`src/rtl/spi_pkg.sv`:
```
// Shared SPI definitions: frame width default, mode encoding and edge classification
// used by both the master and slave sides.
package spi_pkg;

    localparam int FRAME_BITS_DEF = 8;

    // Mode number is {CPOL, CPHA}.
    typedef enum logic [1:0] {
        MODE0 = 2'b00,
        MODE1 = 2'b01,
        MODE2 = 2'b10,
        MODE3 = 2'b11
    } spi_mode_t;

    typedef enum logic [1:0] {
        EDGE_NONE  = 2'b00,
        EDGE_LEAD  = 2'b01,
        EDGE_TRAIL = 2'b10
    } edge_t;

    typedef enum logic {
        ST_IDLE   = 1'b0,
        ST_ACTIVE = 1'b1
    } slave_state_t;

    // Inputs are SCLK already XORed with CPOL, so idle is always 0.
    function automatic edge_t classify_edge(input logic prev, input logic cur);
        if (!prev && cur)
            return EDGE_LEAD;
        else if (prev && !cur)
            return EDGE_TRAIL;
        else
            return EDGE_NONE;
    endfunction

endpackage

```
`src/rtl/spi_sync.sv`:
```
// Multi-flop synchronizer for one asynchronous input bit, with a selectable reset level.
module spi_sync #(
    parameter int   STAGES  = 2,
    parameter logic RST_VAL = 1'b0
) (
    input  logic CLK,
    input  logic RST,
    input  logic d,
    output logic q
);

    logic [STAGES-1:0] ff;

    // NOTE: clocked state uses non-blocking assignments so every stage samples the
    // pre-edge value of its neighbour; blocking here would collapse the chain.
    always_ff @(posedge CLK or posedge RST) begin
        if (RST) begin
            ff <= {STAGES{RST_VAL}};
        end else begin
            ff[0] <= d;
            for (int i = 1; i < STAGES; i++)
                ff[i] <= ff[i-1];
        end
    end

    assign q = ff[STAGES-1];

endmodule

```
`src/rtl/spi_slave.sv`:
```
// SPI slave clocked entirely by CLK: SCLK/SS/MOSI are oversampled through synchronizers,
// LSB-first in both directions, all four CPOL/CPHA modes, back-to-back frames.
module spi_slave
    import spi_pkg::*;
#(
    parameter int FRAME_BITS  = FRAME_BITS_DEF,
    parameter int SYNC_STAGES = 2
) (
    input  logic                  CLK,
    input  logic                  RST,
    input  logic                  CPOL_IN,
    input  logic                  CPHA_IN,
    input  logic                  SCLK_IN,
    input  logic                  SS_IN,
    input  logic                  MOSI_IN,
    output logic                  MISO,
    output logic                  MISO_OE,
    input  logic [FRAME_BITS-1:0] TX_DATA,
    input  logic                  TX_LOAD,
    output logic [FRAME_BITS-1:0] RX_DATA,
    output logic                  RX_VALID,
    input  logic                  RX_READ,
    output logic                  BUSY,
    output logic                  OVERRUN
);

    localparam int CNT_W = (FRAME_BITS > 1) ? $clog2(FRAME_BITS) : 1;
    localparam logic [CNT_W-1:0] LAST_BIT = CNT_W'(FRAME_BITS - 1);

    logic ss_sync, sclk_norm, mosi_sync;
    logic ss_prev, sclk_prev;
    logic frame_en, ss_fall, sample, shift, last_sample;
    logic unread;
    edge_t sclk_edge;
    slave_state_t state, state_nxt;

    logic [CNT_W-1:0]      bit_cnt;
    logic [FRAME_BITS-1:0] tx_hold, tx_shift, rx_shift, rx_next, reload_val;

    // SCLK is normalised against CPOL so its idle (and reset) level is always 0.
    spi_sync #(.STAGES(SYNC_STAGES), .RST_VAL(1'b1)) u_sync_ss (
        .CLK(CLK), .RST(RST), .d(SS_IN), .q(ss_sync)
    );
    spi_sync #(.STAGES(SYNC_STAGES), .RST_VAL(1'b0)) u_sync_sclk (
        .CLK(CLK), .RST(RST), .d(SCLK_IN ^ CPOL_IN), .q(sclk_norm)
    );
    spi_sync #(.STAGES(SYNC_STAGES), .RST_VAL(1'b0)) u_sync_mosi (
        .CLK(CLK), .RST(RST), .d(MOSI_IN), .q(mosi_sync)
    );

    always_ff @(posedge CLK or posedge RST) begin
        if (RST) begin
            ss_prev   <= 1'b1;
            sclk_prev <= 1'b0;
            state     <= ST_IDLE;
        end else begin
            ss_prev   <= ss_sync;
            sclk_prev <= sclk_norm;
            state     <= state_nxt;
        end
    end

    // NOTE: every combinational output gets a default first, so no path can infer a latch.
    always_comb begin
        state_nxt = state;
        case (state)
            ST_IDLE:   if (ss_prev && !ss_sync) state_nxt = ST_ACTIVE;
            ST_ACTIVE: if (ss_sync)             state_nxt = ST_IDLE;
            default:                            state_nxt = ST_IDLE;
        endcase
    end

    always_comb begin
        frame_en = 1'b0;
        if (state == ST_ACTIVE && !ss_sync)
            frame_en = 1'b1;
    end

    assign MISO_OE   = frame_en;
    assign ss_fall   = ss_prev && !ss_sync;
    assign sclk_edge = classify_edge(sclk_prev, sclk_norm);
    assign sample    = frame_en && (sclk_edge == (CPHA_IN ? EDGE_TRAIL : EDGE_LEAD));
    // Count 0 means the frame's first bit is already on MISO, so that edge must not shift.
    assign shift       = frame_en && (sclk_edge == (CPHA_IN ? EDGE_LEAD : EDGE_TRAIL)) && (bit_cnt != '0);
    assign last_sample = sample && (bit_cnt == LAST_BIT);
    assign rx_next     = {mosi_sync, rx_shift[FRAME_BITS-1:1]};
    assign reload_val  = TX_LOAD ? TX_DATA : tx_hold;

    always_ff @(posedge CLK or posedge RST) begin
        if (RST) begin
            tx_hold  <= '0;
            tx_shift <= '0;
            rx_shift <= '0;
            bit_cnt  <= '0;
            RX_DATA  <= '0;
            RX_VALID <= 1'b0;
        end else begin
            RX_VALID <= 1'b0;
            if (TX_LOAD)
                tx_hold <= TX_DATA;
            if (ss_sync) begin
                bit_cnt <= '0;
            end else if (ss_fall) begin
                tx_shift <= reload_val;
                bit_cnt  <= '0;
            end else begin
                if (sample) begin
                    rx_shift <= rx_next;
                    bit_cnt  <= last_sample ? '0 : bit_cnt + 1'b1;
                end
                if (last_sample) begin
                    RX_DATA  <= rx_next;
                    RX_VALID <= 1'b1;
                    tx_shift <= reload_val;
                end else if (shift) begin
                    tx_shift <= tx_shift >> 1;
                end
            end
        end
    end

    // A read acknowledge arriving with the completing frame counts as reading the old one.
    always_ff @(posedge CLK or posedge RST) begin
        if (RST) begin
            unread  <= 1'b0;
            OVERRUN <= 1'b0;
        end else if (last_sample) begin
            if (unread && !RX_READ)
                OVERRUN <= 1'b1;
            unread <= 1'b1;
        end else if (RX_READ) begin
            unread <= 1'b0;
        end
    end

    assign MISO = tx_shift[0];
    assign BUSY = (bit_cnt != '0) || !ss_sync;

endmodule
```
`config.mk`:
```
export PLATFORM = sky130hd
export DESIGN_NAME = spi_slave
export DESIGN_NICKNAME = d
export VERILOG_FILES = /design/src/rtl/spi_pkg.sv /design/src/rtl/spi_sync.sv /design/src/rtl/spi_slave.sv
export SDC_FILE = /design/constraint.sdc
export NUM_CORES = 1
export LEC_CHECK = 0
export ABC_AREA = 1
export BUFFER_PORTS_ARGS = -buffer_cell sky130_fd_sc_hd__buf_2
export CORE_MARGIN = 3
export CORE_UTILIZATION = 60
export CTS_BUF_LIST = sky130_fd_sc_hd__clkbuf_8 sky130_fd_sc_hd__clkbuf_16
export CTS_CLUSTER_DIAMETER = 30
export DETAILED_ROUTE_END_ITERATION = 6
export PLACE_DENSITY = 0.88
export SLEW_MARGIN = 30
export SYNTH_ARGS = -nofsm -noshare
export SYNTH_HDL_FRONTEND = slang
export SYNTH_SLANG_ARGS = --single-unit
export TNS_END_PERCENT = 1
```
`constraint.sdc`:
```
create_clock -name CLK -period 3.7 [get_ports CLK]
set_input_delay 0 -clock CLK [delete_from_list [all_inputs] [get_ports CLK]]
set_output_delay 0 -clock CLK [all_outputs]
set_load 0.1 [all_outputs]
```
=== After elaboration in Yosys (flattened, before gate mapping) ===
Cells that the tools add are included.

* Add/subtract/negate cells: 1
* Eq/ne operators: 3
* Mux-type cells: 21
* Bitwise gates (word level): 4
* Reductions and logical operators: 22

{| class="wikitable"
|+ Operator list
! cell !! count
|-
| $mux W8 || 4
|-
| $mux W3 || 4
|-
| $logic_and A1 B1 Y1 || 9
|-
| $reduce_bool A3 Y1 || 3
|-
| $mux W1 || 8
|-
| $mux W2 || 4
|-
| $reduce_and A3 Y1 || 2
|-
| $eq A2 B2 Y1 || 2
|-
| $logic_not A1 Y1 || 4
|-
| $reduce_and A2 Y1 || 2
|-
| $add A3 B1 Y3 const B || 1
|-
| $eq A3 B3 Y1 const B || 1
|-
| $not A1 Y1 || 3
|-
| $pmux W1 S2 || 1
|-
| $reduce_bool A2 Y1 || 1
|-
| $logic_or A1 B1 Y1 || 1
|-
| $xor A1 B1 Y1 || 1
|}

* Flip-flop bits (word level): 47
* Bits of input ports: 17
* Output and inout port bits: 13

=== Depth between registers and ports, before layout ===
Gate-level depths: netlist of the first run.

* Depth in word-level cells: 11
* Depth in mapped cells: 9

=== Cells and area by module ===
From an unflattened synthesis of the first run, not the netlist that was laid out.

* Cells, all modules: 213
* Area, all modules: 2,008.2 sq um

{| class="wikitable"
|+ By module, submodules not included
! module !! times used !! cells an instance !! area each (sq um) !! seq. area each (sq um)
|-
| spi_slave || 1 || 204 || 1,844.3 || 1,002.2
|-
| spi_sync at u_sync_mosi ... || 2 || 3 || 53.8 || 50.0
|-
| spi_sync at u_sync_ss || 1 || 3 || 56.3 || 52.6
|}

=== Least setup slack after synthesis of the first run ===
OpenSTA, ideal clock, no wires.

* Path type: register to register
* Start point: register u_sync_ss.ff[1]
* End point: register RX_DATA[1]
* Library setup time: 121 ps
* Arrival time: 1,380 ps
* Slack: 2,198 ps
* Cell stages (with the launch flop): 10
* Path buffers: 1
* Path through: dfstp_2 > inv_2 > nand2_2 > inv_4 > nand3_4 > nor2_8 > nand2_4 > buf_6 > nand2_2 > o21ai_2

* Longest elaborated chain between the ends: 6

{| class="wikitable"
|+ Ends and longest elaborated chain
! element !! RTL line !! source
|-
| start: declaration || spi_sync.sv:12 || <nowiki>logic [STAGES-1:0] ff;</nowiki>
|-
| start signal: assignment || spi_sync.sv:18 || <nowiki>ff <= {STAGES{RST_VAL}};</nowiki>
|-
| start signal: indexed assignment || spi_sync.sv:22 || <nowiki>ff[i] <= ff[i-1];</nowiki>
|-
| $logic_not A1 Y1 || spi_slave.sv:75 || <nowiki>if (state == ST_ACTIVE && !ss_sync)</nowiki>
|-
| $logic_and A1 B1 Y1 || spi_slave.sv:75 ||
|-
| $mux W1 || spi_slave.sv:75 ||
|-
| via MISO_OE || spi_slave.sv:17 || <nowiki>output logic MISO_OE,</nowiki>
|-
| $logic_and A1 B1 Y1 || spi_slave.sv:82 || <nowiki>assign sample = frame_en && (sclk_edge == (CPHA_IN ? EDGE_TRAIL : EDGE_LEAD));</nowiki>
|-
| $logic_and A1 B1 Y1 || spi_slave.sv:85 || <nowiki>assign last_sample = sample && (bit_cnt == LAST_BIT);</nowiki>
|-
| $reduce_and A3 Y1 (no line) || n/a ||
|-
| end signal: assignment || spi_slave.sv:112 || <nowiki>RX_DATA <= rx_next;</nowiki>
|-
| end: declaration || spi_slave.sv:20 || <nowiki>output logic [FRAME_BITS-1:0] RX_DATA,</nowiki>
|}

The timed path passes the listed nets, and every way through them passes these cells.
A chain may end at the register's enable or synchronous reset.

=== Final worst setup path of the first run ===
* Start point: register bit_cnt[1]
* End point: register tx_shift[1]

* Longest elaborated chain between the ends: 4

{| class="wikitable"
|+ Ends and longest elaborated chain
! element !! RTL line !! source
|-
| start: declaration || spi_slave.sv:37 || <nowiki>logic [CNT_W-1:0] bit_cnt;</nowiki>
|-
| start signal: assignment || spi_slave.sv:109 || <nowiki>bit_cnt <= last_sample ? '0 : bit_cnt + 1'b1;</nowiki>
|-
| $eq A3 B3 Y1 / $reduce_bool A3 Y1 (equally long branches) || spi_slave.sv:85, spi_slave.sv:84 ||
|-
| $logic_and A1 B1 Y1 (on tied branches) || spi_slave.sv:85, spi_slave.sv:84 ||
|-
| $reduce_bool A3 Y1 (no line) / $mux W8 (equally long branches) || n/a ||
|-
| $reduce_and A2 Y1 (no line) / $mux W8 (equally long branches) || n/a ||
|-
| end signal: assignment || spi_slave.sv:104 || <nowiki>tx_shift <= reload_val;</nowiki>
|-
| end signal: assignment || spi_slave.sv:114 || <nowiki>tx_shift <= reload_val;</nowiki>
|-
| end signal: assignment || spi_slave.sv:116 || <nowiki>tx_shift <= tx_shift >> 1;</nowiki>
|-
| end: declaration || spi_slave.sv:38 || <nowiki>logic [FRAME_BITS-1:0] tx_hold, tx_shift, rx_shift, rx_next, reload_val;</nowiki>
|}

Parallel ways exist; a longest one is shown, timed or not.

==> out/results.ini, run 1 <==
[sta]
post-route-period-util_pct=47.2
slew_headroom_pct=63.3
slew_viol_final=0
skew_ns=0.00772
clock.fmax_mhz=572
hold_violations=0
worst-slew-pin-transition_ns=0.551
final-setup-viol-count=0
fin_setup_tns_ns=0
rsz0062_at_grt=false
whs_ns=0.0499
layout_min_cycle_time_ns=1.75

[clock_tree]
clock-sinks=46
h-tree-depth=2
cts_buffers=5
clock_latency_ns=0.30
cts_resized=0
post_cts_buffers=0
clockBufferDepth=2
cts-root-buf=clkbuf_8
cts_tree=built
clk_pin_slew_ns=0.09

[yosys]
yosysTopAreaCell=dfrtp_1
ys.flop_type=dfrtp_1
synth.distinct_cells=25
synth.most_common_cell=nand2_1
synth_seq_cells=46
synth-edff-count=0
async_reset_ff_share_pct=100
synth_area_leaders=dfrtp_1 (54%), nand2_1 (9.4%), inv_1 (7.1%), o21ai_0 (4.5%), nand3_1 (4.0%)
syn_nets=229
syn_inst=209
syn_area_sq_um=2000
synth_top_cell_area_share_pct=53.7
ys_seq_area_share_pct=57.6
avgSynthCellArea_sq_um=9.59
synthTopCellsByCount=nand2_1 (50), dfrtp_1 (43), inv_1 (38)
ys_warn_count=0

[global_route]
antenna_found_initial=0
grt_usage_pct=19.6
grt_pass1_wl_um=6090
grt_max_degree=47
grt_pass1_vias=1367
overflow=0

[worst_setup_path]
cp_data_required_time_ns=3.89
cp_max_fo=18
crit_path_end_kind=flip-flop
timing_worst_setup_path_type=flip-flop to flip-flop
arrival_ns=1.93
worst-r2r-setup-slack_ns=1.95
worstSetupStartpointType=flip-flop

[final_layout]
final_util_pct=75.4
fin_cells=293
fin_nets=268
antennaDiodeCount=0
drive_above_1_share_pct=24.1
syn2layout_area_growth_pct=17.7

[route]
drt-total-wl_um=3470
drt_iter0_markers=55
highest_layer=met4
route.met2.wl_um=1590
first_pass_iters=4
wl_met3_um=154
via_count=1443
met1_length_um=1650
drc=0
routedWlPerCell_um=11.8
viasPerCell=4.92
ant_nets=0

[place]
io_buffer_count=29
globalplace.congestion=0.818
place_inst=278
place_hpwl_um=2320

[power]
p_per_area_nw_per_um2=473
ir_worst_vdd_uv=501
leakage_nw=1.30

[floorplan]
dieArea_sq_um=4070
row_count=20
die_h_um=63.8
io_pins=30
core_area_sq_um=3130
die_w_um=63.8
initial_core_util_pct=64.1

[outcome]
status=completed

[hold_path]
hold_path_class=input pin to flip-flop

[job]
max-cap-violations=0

==> where the power goes <==
part	total [mW]	switching, mW	internal (mW)
registers	0.588	0.0262	0.562
clock network	0.362	0.163	0.199
logic	0.166	0.113	0.0527
==> final cells by class <==
type                       instances  area [sq um]
clock inverter                     3          41.3
sequential                        46          1150
multi-input combinational        117           661
tap                               44          55.1
fill                             225           768
clock buffer                       5          68.8
timing repair buffer              37           223
inverter                          41           156
==> worst max-delay path, stage by stage (launching register included) <==
cell and delay (ns):
dfrtp_1 0.37, ha_1 0.16, ha_1 0.28, nand4_4 0.28
nand2_1 0.30, nand2_1 0.10, nand3_1 0.09, nand2_1 0.06
==> final timing paths <==
| path | cells past startpoint | endpoint | startpoint |
|---|---|---|---|
| max in group asynchronous | 4 | u_sync_ss.ff[1] | RST |
| worst max-delay path | 7 | tx_shift[1] | bit_cnt[1] |
| worst min-delay path | 5 | tx_hold[0] | TX_DATA[0] |
| min in group asynchronous | 4 | RX_DATA[3] | RST |
| worst min register to register | 0 | u_sync_mosi.ff[1] | u_sync_mosi.ff[0] |
| worst max register to register | 7 | tx_shift[1] | bit_cnt[1] |
==> cell usage in the layout (no fill, tap or decap), types with 3 or more instances in the layout <==
cell type      Yosys  routed
clkbuf_8           0       5
nand4_1            9       9
ha_1               3       3
dfstp_2            3       3
o21ai_0           18      18
nand2_2            3       3
nand2_4            3       3
dfrtp_1           43      43
nand3_1           16      16
dlygate4sd3_1      0       7
inv_1             38      38
o21ai_2            6       6
nand2_1           50      50
buf_2              2      29
==> metal layers <==
metal | track usage (%) | up-vias
met5 | 0 | -
met4 | 10.5 | 0
met3 | 4.75 | 9
met2 | 29.5 | 36
met1 | 26.1 | 663
li1 | - | 735
==> flip-flops by register name, indices dropped and copies added, names as in the netlist <==
name	cells
RX_DATA	8
u_sync_mosi.ff	2
sclk_prev	1
bit_cnt	3
state	1
rx_shift	7
OVERRUN	1
u_sync_ss.ff	2
tx_hold	8
unread	1
RX_VALID	1
tx_shift	8
u_sync_sclk.ff	2
ss_prev	1
==> repair_timing <==
item	CTS	global route
hold buffers	7	0
hold endpoints to repair	49	0
setup endpoints to repair	0	0
==> cell families after synthesis <==
| logic type | Yosys count | synth area share [%] |
|---|---|---|
| simple gates | 87 | 22.6 |
| mux | 1 | 0.562 |
| flops | 46 | 57.6 |
| compound gates | 25 | 7.49 |
| xor+xnor | 1 | 0.437 |
| buf+inv | 46 | 9.43 |
| fa+ha+maj | 3 | 1.87 |
==> through the flow <==
stage,instance area (sq um),setup slack [ns],total power [mW]
floorplan,2000,2.20,0.717
global placement,2180,2.09,0.750
detailed placement,2180,1.98,0.757
CTS,2360,1.96,1.12
global route,2360,1.80,1.17
finish,2360,1.95,1.12
No activity file was read; power rests on OpenSTA's default activity.
==> run 2: changes to the inputs <==
--- a/config.mk
+++ b/config.mk
@@ -8,11 +8,11 @@
 export ABC_AREA = 1
 export BUFFER_PORTS_ARGS = -buffer_cell sky130_fd_sc_hd__buf_2
 export CORE_MARGIN = 3
-export CORE_UTILIZATION = 60
+export CORE_UTILIZATION = 50
 export CTS_BUF_LIST = sky130_fd_sc_hd__clkbuf_8 sky130_fd_sc_hd__clkbuf_16
 export CTS_CLUSTER_DIAMETER = 30
 export DETAILED_ROUTE_END_ITERATION = 6
-export PLACE_DENSITY = 0.88
+export PLACE_DENSITY = 0.79
 export SLEW_MARGIN = 30
 export SYNTH_ARGS = -nofsm -noshare
 export SYNTH_HDL_FRONTEND = slang
==> constraint.sdc (replaced) <==
create_clock -name CLK -period 1.5 [get_ports CLK]
set_input_delay 0 -clock CLK [delete_from_list [all_inputs] [get_ports CLK]]
set_output_delay 0 -clock CLK [all_outputs]
set_load 0.1 [all_outputs]
==> run 2 against run 1 <==
Compared with the run above:
- sequential power rose by 150%
- flip-flop and latch count did not move
- non-clock buffer count rose by 10
- wire length rose by 4.4%
- global-route usage fell by 4.3 points
- critical path depth rose by 1
- critical endpoint is now tx_shift[3]
==> out/results.ini, run 2 (synthesis gave the netlist of run 1 again) <==
[place]
place_hpwl_um=2410
place_inst=287
io_buffer_count=29
globalplace.congestion=0.764

[route]
drc=0
ant_nets=0
drt-total-wl_um=3620
drt_iter0_markers=90
via_count=1478
first_pass_iters=4
viasPerCell=4.81
routedWlPerCell_um=11.8

[sta]
final-setup-viol-count=0
slew_headroom_pct=67.7
rsz0062_at_grt=false
skew_ns=0.00554
slew_viol_final=0
clock.fmax_mhz=701
layout_min_cycle_time_ns=1.43
post-route-period-util_pct=95.1
worst-slew-pin-transition_ns=0.488
hold_violations=0
fin_setup_tns_ns=0

[worst_setup_path]
worstSetupStartpointType=flip-flop
crit_path_end_kind=flip-flop
arrival_ns=1.62
cp_data_required_time_ns=1.69
cp_max_fo=6
timing_worst_setup_path_type=flip-flop to flip-flop

[final_layout]
syn2layout_area_growth_pct=25.9
drive_above_1_share_pct=29.0
reg.largest.list=RX_DATA x8, tx_hold x8, tx_shift x8
fin_cells=307
final_cell_mix=nand2_1 (48), dfrtp_1 (43), inv_1 (37)
final_common_cell=nand2_1
antennaDiodeCount=0
fin_nets=278

[power]
clkPwrFrac_pct=36.5
switching_power_mw=0.765
p_per_area_nw_per_um2=1170
seqPwrFrac_pct=49.1
intPower_mw=2.20
leakage_nw=1.35
swShare_pct=25.8
comb_power_share_pct=14.4
ir_worst_vdd_uv=852

[floorplan]
die_w_um=69.3
io_pins=30
dieArea_sq_um=4800
initial_core_util_pct=53.2
row_count=22
die_h_um=69.3
core_area_sq_um=3770

[global_route]
antenna_found_initial=0
grt_pass1_wl_um=6000
overflow=0
grt_max_degree=47
grt_pass1_vias=1356
grt_usage_pct=15.3

[outcome]
status=completed

[hold_path]
hold_path_class=input pin to flip-flop

[clock_tree]
clockBufferDepth=2
h-tree-depth=2
cts-root-buf=clkbuf_8
cts_tree=built
clock_latency_ns=0.30
clk_pin_slew_ns=0.09
cts_buffers=5
clock-sinks=46

[job]
max-cap-violations=0

[run 2: metal layers]
| layer | track usage, % | routed length [um] | vias up |
|---|---|---|---|
| met4 | 4.77 | 37 | 0 |
| met5 | 0 | 0 | - |
| met3 | 4.78 | 158 | 7 |
| met1 | 21.2 | 1810 | 691 |
| met2 | 22.9 | 1620 | 25 |
| li1 | - | - | 755 |
[run 2: final cells by class]
type | count | area, sq um
Clock inverter | 3 | 68.8
Clock buffer | 5 | 68.8
Sequential cell | 46 | 1150
Fill cell | 275 | 1250
Inverter | 41 | 159
Multi-Input combinational cell | 117 | 694
Tap cell | 48 | 60.1
Timing Repair Buffer | 47 | 318
[run 2: timing repair]
item / 4_1_cts / 5_1_grt
gates resized for setup: 2 / 8
endpoints found under the hold margin: 52 / 0
gates cloned: 0 / 1
pin swaps: 0 / 2
hold buffers: 7 / 0
buffers inserted: 0 / 4
endpoints found under the setup margin: 2 / 16
[run 2: through the flow]
step                      utilization [%]  instance area, sq um  total power [mW]  hold WS, ns  setup slack, ns
after global routing                 66.9                  2520              3.10       0.0491          0.00267
final                                66.9                  2520              2.96       0.0325           0.0732
after floorplan                         -                  2010              1.77      0.00448           0.0424
after detailed placement             59.3                  2240              1.88       0.0564           0.0107
after CTS                            65.1                  2460              2.97       0.0270           0.0235
after global placement               59.3                  2240              1.86       0.0533           0.0417
[run 2: worst paths after layout]
check	start	endpoint	slack, ns	cells past startpoint
worst max-delay path	u_sync_ss.ff[1]	tx_shift[3]	0.07	8
worst min-delay path	TX_DATA[1]	tx_hold[1]	0.03	5
worst max register to register	u_sync_ss.ff[1]	tx_shift[3]	0.07	8
worst min register to register	u_sync_mosi.ff[0]	u_sync_mosi.ff[1]	0.35	0
max in group asynchronous	RST	ss_prev	0.97	4
min in group asynchronous	RST	rx_shift[7]	0.27	4
[run 2: worst max-delay path: stages (launching register included)]
cell	delay [ns]
dfstp_2	0.57
inv_2	0.07
nand2_2	0.11
inv_6	0.05
nand4_4	0.14
buf_6	0.14
nand3_1	0.08
nand3_1	0.10
nand2_1	0.05
[run 2: power groups by stage]
stage	Combinational, mW	Sequential [mW]	Clock, mW
after detailed placement	0.399	1.48	0
after floorplan	0.271	1.50	0
final	0.426	1.45	1.08
after CTS	0.421	1.45	1.10
after global placement	0.387	1.47	0
after global routing	0.483	1.47	1.14
